File: config.mk
export PLATFORM = sky130hd
export DESIGN_NAME = kronos_wb_lsu_flat
export DESIGN_NICKNAME = d
export VERILOG_FILES = /design/src/rtl/kronos_types.sv /design/src/rtl/kronos_wb_lsu_if.sv /design/src/rtl/kronos_lsu_align.sv /design/src/rtl/kronos_wb_lsu.sv /design/src/flat_wrapper.sv
export SDC_FILE = /design/constraint.sdc
export NUM_CORES = 1
export LEC_CHECK = 0
export ABC_AREA = 1
export CAP_MARGIN = 20
export CELL_PAD_IN_SITES_DETAIL_PLACEMENT = 0
export CELL_PAD_IN_SITES_GLOBAL_PLACEMENT = 1
export CORE_AREA = 2 2 140 169
export DETAILED_ROUTE_END_ITERATION = 8
export DIE_AREA = 0 0 142 171
export GPL_TIMING_DRIVEN = 0
export PLACE_DENSITY_LB_ADDON = 0.1
export SKIP_CTS_REPAIR_TIMING = 1
export SYNTH_ARGS = -nofsm -noshare
export SYNTH_HDL_FRONTEND = slang
export SYNTH_SLANG_ARGS = --single-unit
File: constraint.sdc
create_clock -name clk -period 2.4 [get_ports clk]
set_clock_uncertainty 0.05 [all_clocks]
set_input_delay 0.36 -clock clk [delete_from_list [all_inputs] [get_ports clk]]
set_output_delay 0.36 -clock clk [all_outputs]
set_load 0.02 [all_outputs]
File: src/rtl/kronos_types.sv
// Shared types for the Kronos write-back / load-store stage: EX->WB payload,
// trap cause codes, LSU size encodings and small address helpers.
package kronos_types;

  typedef struct packed {
    logic [31:0] result1;
    logic [31:0] result2;
    logic [4:0]  rd;
    logic        rd_write;
    logic        branch;
    logic        branch_cond;
    logic        ld;
    logic        st;
    logic [2:0]  funct3;
    logic        csr;
    logic        ecall;
    logic        ebreak;
    logic        ret;
    logic        wfi;
    logic        is_illegal;
  } pipeEXWB_t;

  localparam int TRAP_W = 4;

  // Values follow the RISC-V mcause exception codes.
  typedef enum logic [TRAP_W-1:0] {
    ILLEGAL     = 4'd2,
    EBREAK      = 4'd3,
    LD_MISALIGN = 4'd4,
    ST_MISALIGN = 4'd6,
    ECALL       = 4'd11
  } trap_cause_t;

  // Access size, taken from funct3[1:0].
  localparam logic [1:0] LSU_BYTE = 2'b00;
  localparam logic [1:0] LSU_HALF = 2'b01;
  localparam logic [1:0] LSU_WORD = 2'b10;

  typedef enum logic [0:0] {
    STEER    = 1'b0,
    MEM_WAIT = 1'b1
  } lsu_state_t;

  // True when the byte offset is not a multiple of the access size.
  function automatic logic is_misaligned(input logic [1:0] size, input logic [1:0] offset);
    logic bad;
    case (size)
      LSU_BYTE: bad = 1'b0;
      LSU_HALF: bad = offset[0];
      default:  bad = (offset != 2'b00);
    endcase
    return bad;
  endfunction

  // Clears the low address bits that a naturally aligned access must not use.
  function automatic logic [31:0] force_align(input logic [1:0] size, input logic [31:0] addr);
    logic [31:0] aligned;
    case (size)
      LSU_BYTE: aligned = addr;
      LSU_HALF: aligned = {addr[31:1], 1'b0};
      default:  aligned = {addr[31:2], 2'b00};
    endcase
    return aligned;
  endfunction

endpackage

File: src/rtl/kronos_wb_lsu_if.sv
// Data-memory bus between the LSU (master) and the memory (slave).
interface kronos_wb_lsu_if;
  logic        data_req;
  logic        data_ack;
  logic [31:0] data_addr;
  logic        data_wr_en;
  logic [3:0]  data_mask;
  logic [31:0] data_wdata;
  logic [31:0] data_rdata;

  modport master (
    output data_req, data_addr, data_wr_en, data_mask, data_wdata,
    input  data_ack, data_rdata
  );

  modport slave (
    input  data_req, data_addr, data_wr_en, data_mask, data_wdata,
    output data_ack, data_rdata
  );
endinterface

File: src/rtl/kronos_lsu_align.sv
// Load-data formatter: picks the addressed lane out of the read word and
// sign- or zero-extends it according to funct3.
module kronos_lsu_align
  import kronos_types::*;
(
  input  logic [31:0] rdata,
  input  logic [1:0]  offset,
  input  logic [2:0]  funct3,
  output logic [31:0] data
);
  logic [31:0] shifted_s;
  logic        sign_s;

  // Shift the addressed lane down to bit 0, then extend it to 32 bits
  always_comb begin
    shifted_s = rdata >> {offset, 3'b000};
    sign_s    = 1'b0;
    case (funct3[1:0])
      LSU_BYTE: begin
        sign_s = shifted_s[7] & ~funct3[2];
        data   = {{24{sign_s}}, shifted_s[7:0]};
      end
      LSU_HALF: begin
        sign_s = shifted_s[15] & ~funct3[2];
        data   = {{16{sign_s}}, shifted_s[15:0]};
      end
      default: data = shifted_s;
    endcase
  end
endmodule

File: src/rtl/kronos_wb_lsu.sv
// Kronos write-back stage with load/store unit. Non-memory ops retire one
// cycle after acceptance; loads/stores hold the bus until data_ack.
module kronos_wb_lsu
  import kronos_types::*;
#(
  parameter logic CATCH_MISALIGNED = 1'b1
) (
  input  logic              clk,
  input  logic              rstz,
  input  pipeEXWB_t         execute,
  input  logic              pipe_in_vld,
  output logic              pipe_in_rdy,
  output logic              regwr_en,
  output logic [4:0]        regwr_sel,
  output logic [31:0]       regwr_data,
  output logic              branch,
  output logic [31:0]       branch_target,
  kronos_wb_lsu_if.master   bus,
  output logic              trap,
  output logic [TRAP_W-1:0] trap_cause
);
  lsu_state_t        state_r, state_nx_s;
  logic              rdy_r;
  logic              regwr_en_r, regwr_en_nx_s;
  logic [4:0]        regwr_sel_r, regwr_sel_nx_s;
  logic [31:0]       regwr_data_r, regwr_data_nx_s;
  logic              branch_r, branch_nx_s;
  logic [31:0]       branch_tgt_r, branch_tgt_nx_s;
  logic              trap_r, trap_nx_s;
  logic [TRAP_W-1:0] cause_r, cause_nx_s;
  logic              req_r, req_nx_s;
  logic [31:0]       addr_r, addr_nx_s;
  logic              wr_en_r, wr_en_nx_s;
  logic [3:0]        mask_r, mask_nx_s;
  logic [31:0]       wdata_r, wdata_nx_s;
  logic [4:0]        ld_rd_r, ld_rd_nx_s;
  logic [2:0]        ld_f3_r, ld_f3_nx_s;

  logic [1:0]        size_s;
  logic              mem_op_s;
  logic              misalign_s;
  logic [31:0]       eff_addr_s;
  logic              trap_hit_s;
  trap_cause_t       cause_s;
  logic [3:0]        st_mask_s;
  logic [31:0]       st_wdata_s;
  logic [31:0]       ld_data_s;
  logic              accept_s;

  assign size_s     = execute.funct3[1:0];
  assign mem_op_s   = execute.ld | execute.st;
  assign misalign_s = is_misaligned(size_s, execute.result2[1:0]);
  assign eff_addr_s = CATCH_MISALIGNED ? execute.result2 : force_align(size_s, execute.result2);
  assign accept_s   = pipe_in_vld & rdy_r;

  // Exception decode with is_illegal > ecall > ebreak > system ops > misalignment
  always_comb begin
    trap_hit_s = 1'b1;
    cause_s    = ILLEGAL;
    if (execute.is_illegal) begin
      cause_s = ILLEGAL;
    end else if (execute.ecall) begin
      cause_s = ECALL;
    end else if (execute.ebreak) begin
      cause_s = EBREAK;
    end else if (execute.csr | execute.ret | execute.wfi) begin
      cause_s = ILLEGAL;
    end else if (mem_op_s & misalign_s & CATCH_MISALIGNED) begin
      cause_s = execute.st ? ST_MISALIGN : LD_MISALIGN;
    end else begin
      trap_hit_s = 1'b0;
    end
  end

  // Store byte-enables and lane-replicated write data
  always_comb begin
    case (size_s)
      LSU_BYTE: begin
        st_mask_s  = 4'b0001 << eff_addr_s[1:0];
        st_wdata_s = {4{execute.result1[7:0]}};
      end
      LSU_HALF: begin
        st_mask_s  = 4'b0011 << eff_addr_s[1:0];
        st_wdata_s = {2{execute.result1[15:0]}};
      end
      default: begin
        st_mask_s  = 4'b1111;
        st_wdata_s = execute.result1;
      end
    endcase
  end

  kronos_lsu_align u_align (
    .rdata  (bus.data_rdata),
    .offset (addr_r[1:0]),
    .funct3 (ld_f3_r),
    .data   (ld_data_s)
  );

  // Next state and next values of every registered output
  always_comb begin
    state_nx_s      = state_r;
    regwr_en_nx_s   = 1'b0;
    regwr_sel_nx_s  = regwr_sel_r;
    regwr_data_nx_s = regwr_data_r;
    branch_nx_s     = 1'b0;
    branch_tgt_nx_s = branch_tgt_r;
    trap_nx_s       = 1'b0;
    cause_nx_s      = cause_r;
    req_nx_s        = req_r;
    addr_nx_s       = addr_r;
    wr_en_nx_s      = wr_en_r;
    mask_nx_s       = mask_r;
    wdata_nx_s      = wdata_r;
    ld_rd_nx_s      = ld_rd_r;
    ld_f3_nx_s      = ld_f3_r;
    case (state_r)
      STEER: begin
        if (accept_s) begin
          if (trap_hit_s) begin
            trap_nx_s  = 1'b1;
            cause_nx_s = cause_s;
          end else if (mem_op_s) begin
            state_nx_s = MEM_WAIT;
            req_nx_s   = 1'b1;
            addr_nx_s  = eff_addr_s;
            wr_en_nx_s = execute.st;
            ld_rd_nx_s = execute.rd;
            ld_f3_nx_s = execute.funct3;
            wdata_nx_s = st_wdata_s;
            if (execute.st) begin
              mask_nx_s = st_mask_s;
            end else begin
              mask_nx_s = 4'b1111;
            end
          end else begin
            regwr_en_nx_s   = execute.rd_write & (execute.rd != 5'd0);
            regwr_sel_nx_s  = execute.rd;
            regwr_data_nx_s = execute.result1;
            branch_nx_s     = execute.branch | (execute.branch_cond & execute.result1[0]);
            branch_tgt_nx_s = execute.result2;
          end
        end else begin
          state_nx_s = STEER;
        end
      end
      MEM_WAIT: begin
        if (bus.data_ack) begin
          state_nx_s = STEER;
          req_nx_s   = 1'b0;
          if (!wr_en_r) begin
            regwr_en_nx_s   = (ld_rd_r != 5'd0);
            regwr_sel_nx_s  = ld_rd_r;
            regwr_data_nx_s = ld_data_s;
          end else begin
            regwr_en_nx_s = 1'b0;
          end
        end else begin
          state_nx_s = MEM_WAIT;
        end
      end
      default: state_nx_s = STEER;
    endcase
  end

  // FSM state register; reset returns to STEER and abandons any access
  always_ff @(posedge clk) begin
    if (!rstz) begin
      state_r <= STEER;
      rdy_r   <= 1'b0;
    end else begin
      state_r <= state_nx_s;
      rdy_r   <= (state_nx_s == STEER);
    end
  end

  // Output and access-context registers
  always_ff @(posedge clk) begin
    if (!rstz) begin
      regwr_en_r   <= 1'b0;
      regwr_sel_r  <= 5'd0;
      regwr_data_r <= 32'd0;
      branch_r     <= 1'b0;
      branch_tgt_r <= 32'd0;
      trap_r       <= 1'b0;
      cause_r      <= {TRAP_W{1'b0}};
      req_r        <= 1'b0;
      addr_r       <= 32'd0;
      wr_en_r      <= 1'b0;
      mask_r       <= 4'd0;
      wdata_r      <= 32'd0;
      ld_rd_r      <= 5'd0;
      ld_f3_r      <= 3'd0;
    end else begin
      regwr_en_r   <= regwr_en_nx_s;
      regwr_sel_r  <= regwr_sel_nx_s;
      regwr_data_r <= regwr_data_nx_s;
      branch_r     <= branch_nx_s;
      branch_tgt_r <= branch_tgt_nx_s;
      trap_r       <= trap_nx_s;
      cause_r      <= cause_nx_s;
      req_r        <= req_nx_s;
      addr_r       <= addr_nx_s;
      wr_en_r      <= wr_en_nx_s;
      mask_r       <= mask_nx_s;
      wdata_r      <= wdata_nx_s;
      ld_rd_r      <= ld_rd_nx_s;
      ld_f3_r      <= ld_f3_nx_s;
    end
  end

  assign pipe_in_rdy    = rdy_r;
  assign regwr_en       = regwr_en_r;
  assign regwr_sel      = regwr_sel_r;
  assign regwr_data     = regwr_data_r;
  assign branch         = branch_r;
  assign branch_target  = branch_tgt_r;
  assign trap           = trap_r;
  assign trap_cause     = cause_r;
  assign bus.data_req   = req_r;
  assign bus.data_addr  = addr_r;
  assign bus.data_wr_en = wr_en_r;
  assign bus.data_mask  = mask_r;
  assign bus.data_wdata = wdata_r;
endmodule

File: src/flat_wrapper.sv
// flat-port wrapper written by rule: the top's interface ports become plain ports
module kronos_wb_lsu_flat import kronos_types::*;
#(
  parameter logic CATCH_MISALIGNED = 1'b1
)
  (clk, rstz, execute, pipe_in_vld, pipe_in_rdy, regwr_en, regwr_sel, regwr_data, branch, branch_target, trap, trap_cause, bus_data_req, bus_data_addr, bus_data_wr_en, bus_data_mask, bus_data_wdata, bus_data_ack, bus_data_rdata);
  kronos_wb_lsu_if bus_i ();
  input  logic clk;
  input  logic rstz;
  input  pipeEXWB_t execute;
  input  logic pipe_in_vld;
  output logic pipe_in_rdy;
  output logic regwr_en;
  output logic [4:0] regwr_sel;
  output logic [31:0] regwr_data;
  output logic branch;
  output logic [31:0] branch_target;
  output logic trap;
  output logic [TRAP_W-1:0] trap_cause;
  output wire logic [$bits(bus_i.data_req)-1:0] bus_data_req;
  output wire logic [$bits(bus_i.data_addr)-1:0] bus_data_addr;
  output wire logic [$bits(bus_i.data_wr_en)-1:0] bus_data_wr_en;
  output wire logic [$bits(bus_i.data_mask)-1:0] bus_data_mask;
  output wire logic [$bits(bus_i.data_wdata)-1:0] bus_data_wdata;
  input wire logic [$bits(bus_i.data_ack)-1:0] bus_data_ack;
  input wire logic [$bits(bus_i.data_rdata)-1:0] bus_data_rdata;
  assign bus_data_req = bus_i.data_req;
  assign bus_data_addr = bus_i.data_addr;
  assign bus_data_wr_en = bus_i.data_wr_en;
  assign bus_data_mask = bus_i.data_mask;
  assign bus_data_wdata = bus_i.data_wdata;
  assign bus_i.data_ack = bus_data_ack;
  assign bus_i.data_rdata = bus_data_rdata;
  kronos_wb_lsu #(.CATCH_MISALIGNED(CATCH_MISALIGNED)) u_core (.clk(clk), .rstz(rstz), .execute(execute), .pipe_in_vld(pipe_in_vld), .pipe_in_rdy(pipe_in_rdy), .regwr_en(regwr_en), .regwr_sel(regwr_sel), .regwr_data(regwr_data), .branch(branch), .branch_target(branch_target), .bus(bus_i), .trap(trap), .trap_cause(trap_cause));
endmodule
==> flow_summary_export.csv <==
group,metric,value,unit
grt,first_global_vias,8152,
worst_setup_path,worst-path-max-fanout,10,
pwr,clkPwrFrac,47.7,%
drt,ant_nets,0,
outcome,outcome,"complete, no violations",
logic_synthesis,yosys_warnings,0,
die,fp-row-count,61,
clock_network,root_buffer,"clkbuf_16",
logic_synthesis,synth_top_area_share,42.60,%
die,start_util,32.12,%
sta,rsz0062_at_grt,"false",
drt,vias_per_cell,4.916,
pwr,p_leak,4.252,nW
worst_hold_path,hold_class,"in2reg",
die,ios,266,
drt,wl,31040,microns
worst_setup_path,reg2reg_depth,8,
placed_design,place_ws,-0.2342,ns
grt,met3_usage,6.801,%
die,chipHeight,171,microns
logic_synthesis,ys_types,30,
placed_design,gp_congestion,0.9311,
sta,clock.fmax,449.8,MHz
cells_and_area,final_common_cell,"clkdlybuf4s50_1",
worst_setup_path,path_common_cell,"nand2_2",
grt,use_met1,29.87,%
pwr,sequentialPowerShare,42.9,%
grt,busiest_layer,"met2",
logic_synthesis,synth_largest_area_cell,"dfxtp_1",
worst_setup_path,timing.rr.end,"u_core.regwr_data[11]$_SDFFE_PN0P_",
sta,worstMarginPinSlew,0.6492,ns
worst_setup_path,critPathCaptureType,"register",
sta,drv_slew,0,
die,coreArea,22820,sq um
clock_network,clk_latency,0.42,ns
worst_setup_path,r2r_start,"u_core.bus.data_addr[1]$_SDFFE_PN0P_",
worst_setup_path,critPathMaxStageDelay,0.54,ns
logic_synthesis,yosys_register_bits,156,
clock_network,cts_tree,"yes",
logic_synthesis,synthTopCellsByArea,"dfxtp_1 43%, nand2_1 13%, nand3_1 11%",
sta,min_period,2.223,ns
worst_setup_path,critical_path_class,"in2reg",
worst_setup_path,critical_path_required,2.65,ns
sta,final_hold_viol_count,0,
placed_design,hpwl,24350,microns
worst_setup_path,cp-start-kind,"input port",
cells_and_area,nets,1477,
worst_setup_path,ff2ff_setup_slack,0.23,ns
pwr,vdd_drop_max,0.4896,mV
placed_design,io_buffers,264,
sta,setup_ws,0.1767,ns
sta,hold_slack,0.2520,ns
grt,grt_max_degree,17,
die,die_x,142,microns
grt,antenna_found_initial,1,
drt,drc,0,
worst_setup_path,cp.arrival,2.48,ns
pwr,sw_frac_of_total,25.47,%
sta,setup_violations,0,
cells_and_area,most-common-layout-cells,"264 x clkdlybuf4s50_1, 257 x nand2_1, 162 x nand3_1, 156 x dfxtp_1, 129 x a21oi_1",
worst_setup_path,critical_path_depth,11,
worst_setup_path,cp.buffers_inverters,4,
drt,routedWlPerCell,18.77,microns
pwr,p_per_area,552.9,nW/um^2
grt,grt_pass1_wl,46520,microns
sta,slew_headroom,56.72,%
clock_network,cts_buffer_depth,2,
clock_network,cts_sinks,156,
drt,drtPass1Iterations,5,
worst_setup_path,crit_end,"u_core.regwr_data[11]$_SDFFE_PN0P_",
grt,overflow,0,
drt,vias,8131,
worst_setup_path,critPathLaunch,"execute[7]",
logic_synthesis,syn_nets,1194,
job,max_cap_violations,0,
sta,fin_crit_sh,92.64,%
clock_network,htree_levels,4,
clock_network,clkTransAtPathRegs,0.07,ns
cells_and_area,area_growth,49.26,%
drt,drt_iter0_drc,535,
pwr,p_int,4.509,mW
grt,grt.met2_usage,44.07,%
clock_network,cts_made_buffers,17,
grt,grt_usage,25.33,%
logic_synthesis,ys_seq_area_share,42.60,%
cells_and_area,drive_gt1_share,7.153,%
pwr,pwr-share-comb,9.4,%
worst_setup_path,crit_family,"buffers and inverters",
pwr,switching_power,1.541,mW
logic_synthesis,syn_inst,1075,
worst_setup_path,crit_chain,"clkdlybuf4s50_1 > inv_2 > o21ai_1 > nand2_2 > nand3_4 > nand2_1 > nand2_2 > buf_6 > buf_4 > a21oi_1 > nor2_1",
worst_setup_path,slowest_stage,"clkdlybuf4s50_1",
die,die_area,24280,sq um
logic_synthesis,syn_avg_cell_area,6.819,sq um
logic_synthesis,netlist_area,7331,sq um
## layer usage
metal	vias to the layer above	share of wire, %
met1	3721	41
met4	0	3.0
met3	44	7.6
met5	-	0
met2	268	48
li1	4098	-
## layout make-up
type                    count  area (sq um)
diodes                      1         2.502
plain buffers              81         417.9
clock buffers              17         425.4
clock inverters            14         185.2
fillers                  2376         11880
inverters                  68         255.2
multi-input cells         770          3536
flip-flops and latches    156          3123
well taps                 283         354.1
repair buffers            264          2643
## power groups by stage
stage | clock network, mW | registers (mW) | logic [mW]
2_1_floorplan | 0 | 2.67 | 0.191
3_3_place_gp | 0 | 2.66 | 0.565
3_5_place_dp | 0 | 2.66 | 0.560
4_1_cts | 2.93 | 2.60 | 0.564
5_1_grt | 3.03 | 2.60 | 0.605
6_report | 2.89 | 2.60 | 0.566
## per-stage QoR
step | cells | instance area [sq um] | util, % | power, mW | setup TNS [ns]
after floorplan | 1075 | 7331 | - | 2.857 | 0
after global placement | 1622 | 10330 | 45.25 | 3.222 | -8.330
after detailed placement | 1622 | 10330 | 45.25 | 3.217 | -9.123
after CTS | 1653 | 10940 | 47.93 | 6.092 | 0
after global routing | 1653 | 10940 | 47.94 | 6.236 | 0
final | 1654 | 10940 | 47.95 | 6.050 | 0
## logic make-up after synthesis
group	after synthesis	synth area share, %
buf+inv	149	9.165
simple gates	552	32.22
flops	156	42.60
compound gates	216	15.74
mux	2	0.2731
## how the worst min path moves through the flow
stage | end | slack [ns] | startpoint | depth (start not counted)
after floorplan | u_core.ld_f3_r[0]$_SDFFE_PN0P_ | 0.39 | u_core.ld_f3_r[0]$_SDFFE_PN0P_ | 2
after global placement | u_core.bus.data_addr[9]$_SDFFE_PN0P_ | 0.40 | u_core.bus.data_addr[9]$_SDFFE_PN0P_ | 2
final | u_core.branch_target[0]$_SDFFE_PN0P_ | 0.25 | execute[19] | 3
after global routing | u_core.branch_target[0]$_SDFFE_PN0P_ | 0.26 | execute[19] | 3
after detailed placement | u_core.bus.data_wdata[9]$_SDFFE_PN0P_ | 0.40 | u_core.bus.data_wdata[9]$_SDFFE_PN0P_ | 2
after CTS | u_core.branch_target[0]$_SDFFE_PN0P_ | 0.24 | execute[19] | 3
## cell usage after synthesis (all sizes together)
| cell type | instances |
|---|---|
| clkbuf | 38 |
| nand2 | 260 |
| o221ai | 4 |
| nand3 | 163 |
| o41ai | 1 |
| o31ai | 1 |
| a21oi | 129 |
| dfxtp | 156 |
| nor3 | 1 |
| nand4 | 1 |
| or2 | 14 |
| mux2i | 2 |
| buf | 43 |
| o21ai | 58 |
| a31oi | 9 |
| nor2 | 113 |
| o211ai | 13 |
| inv | 68 |
| o2111ai | 1 |
## registers in the layout, summed over array words and instances, names as in the netlist
name	flops
u_core.pipe_in_rdy	1
u_core.state_r	1
u_core.regwr_en	1
u_core.branch	1
u_core.bus.data_req	1
u_core.branch_target	32
u_core.regwr_data	32
u_core.bus.data_mask	4
u_core.bus.data_wdata	32
u_core.ld_rd_r	5
u_core.regwr_sel	5
u_core.trap	1
u_core.bus.data_addr	32
u_core.trap_cause	4
u_core.ld_f3_r	3
u_core.bus.data_wr_en	1
## worst reg2reg max path: stages, from the launching register on
cell and delay, ns:
dfxtp_1 0.34, buf_2 0.19, inv_1 0.21, nand3_1 0.18, nand3_1 0.28, clkbuf_2 0.29
nand3_1 0.10, a21oi_1 0.34, nor2_1 0.08
Note: power is estimated with default switching activity, not from simulation.
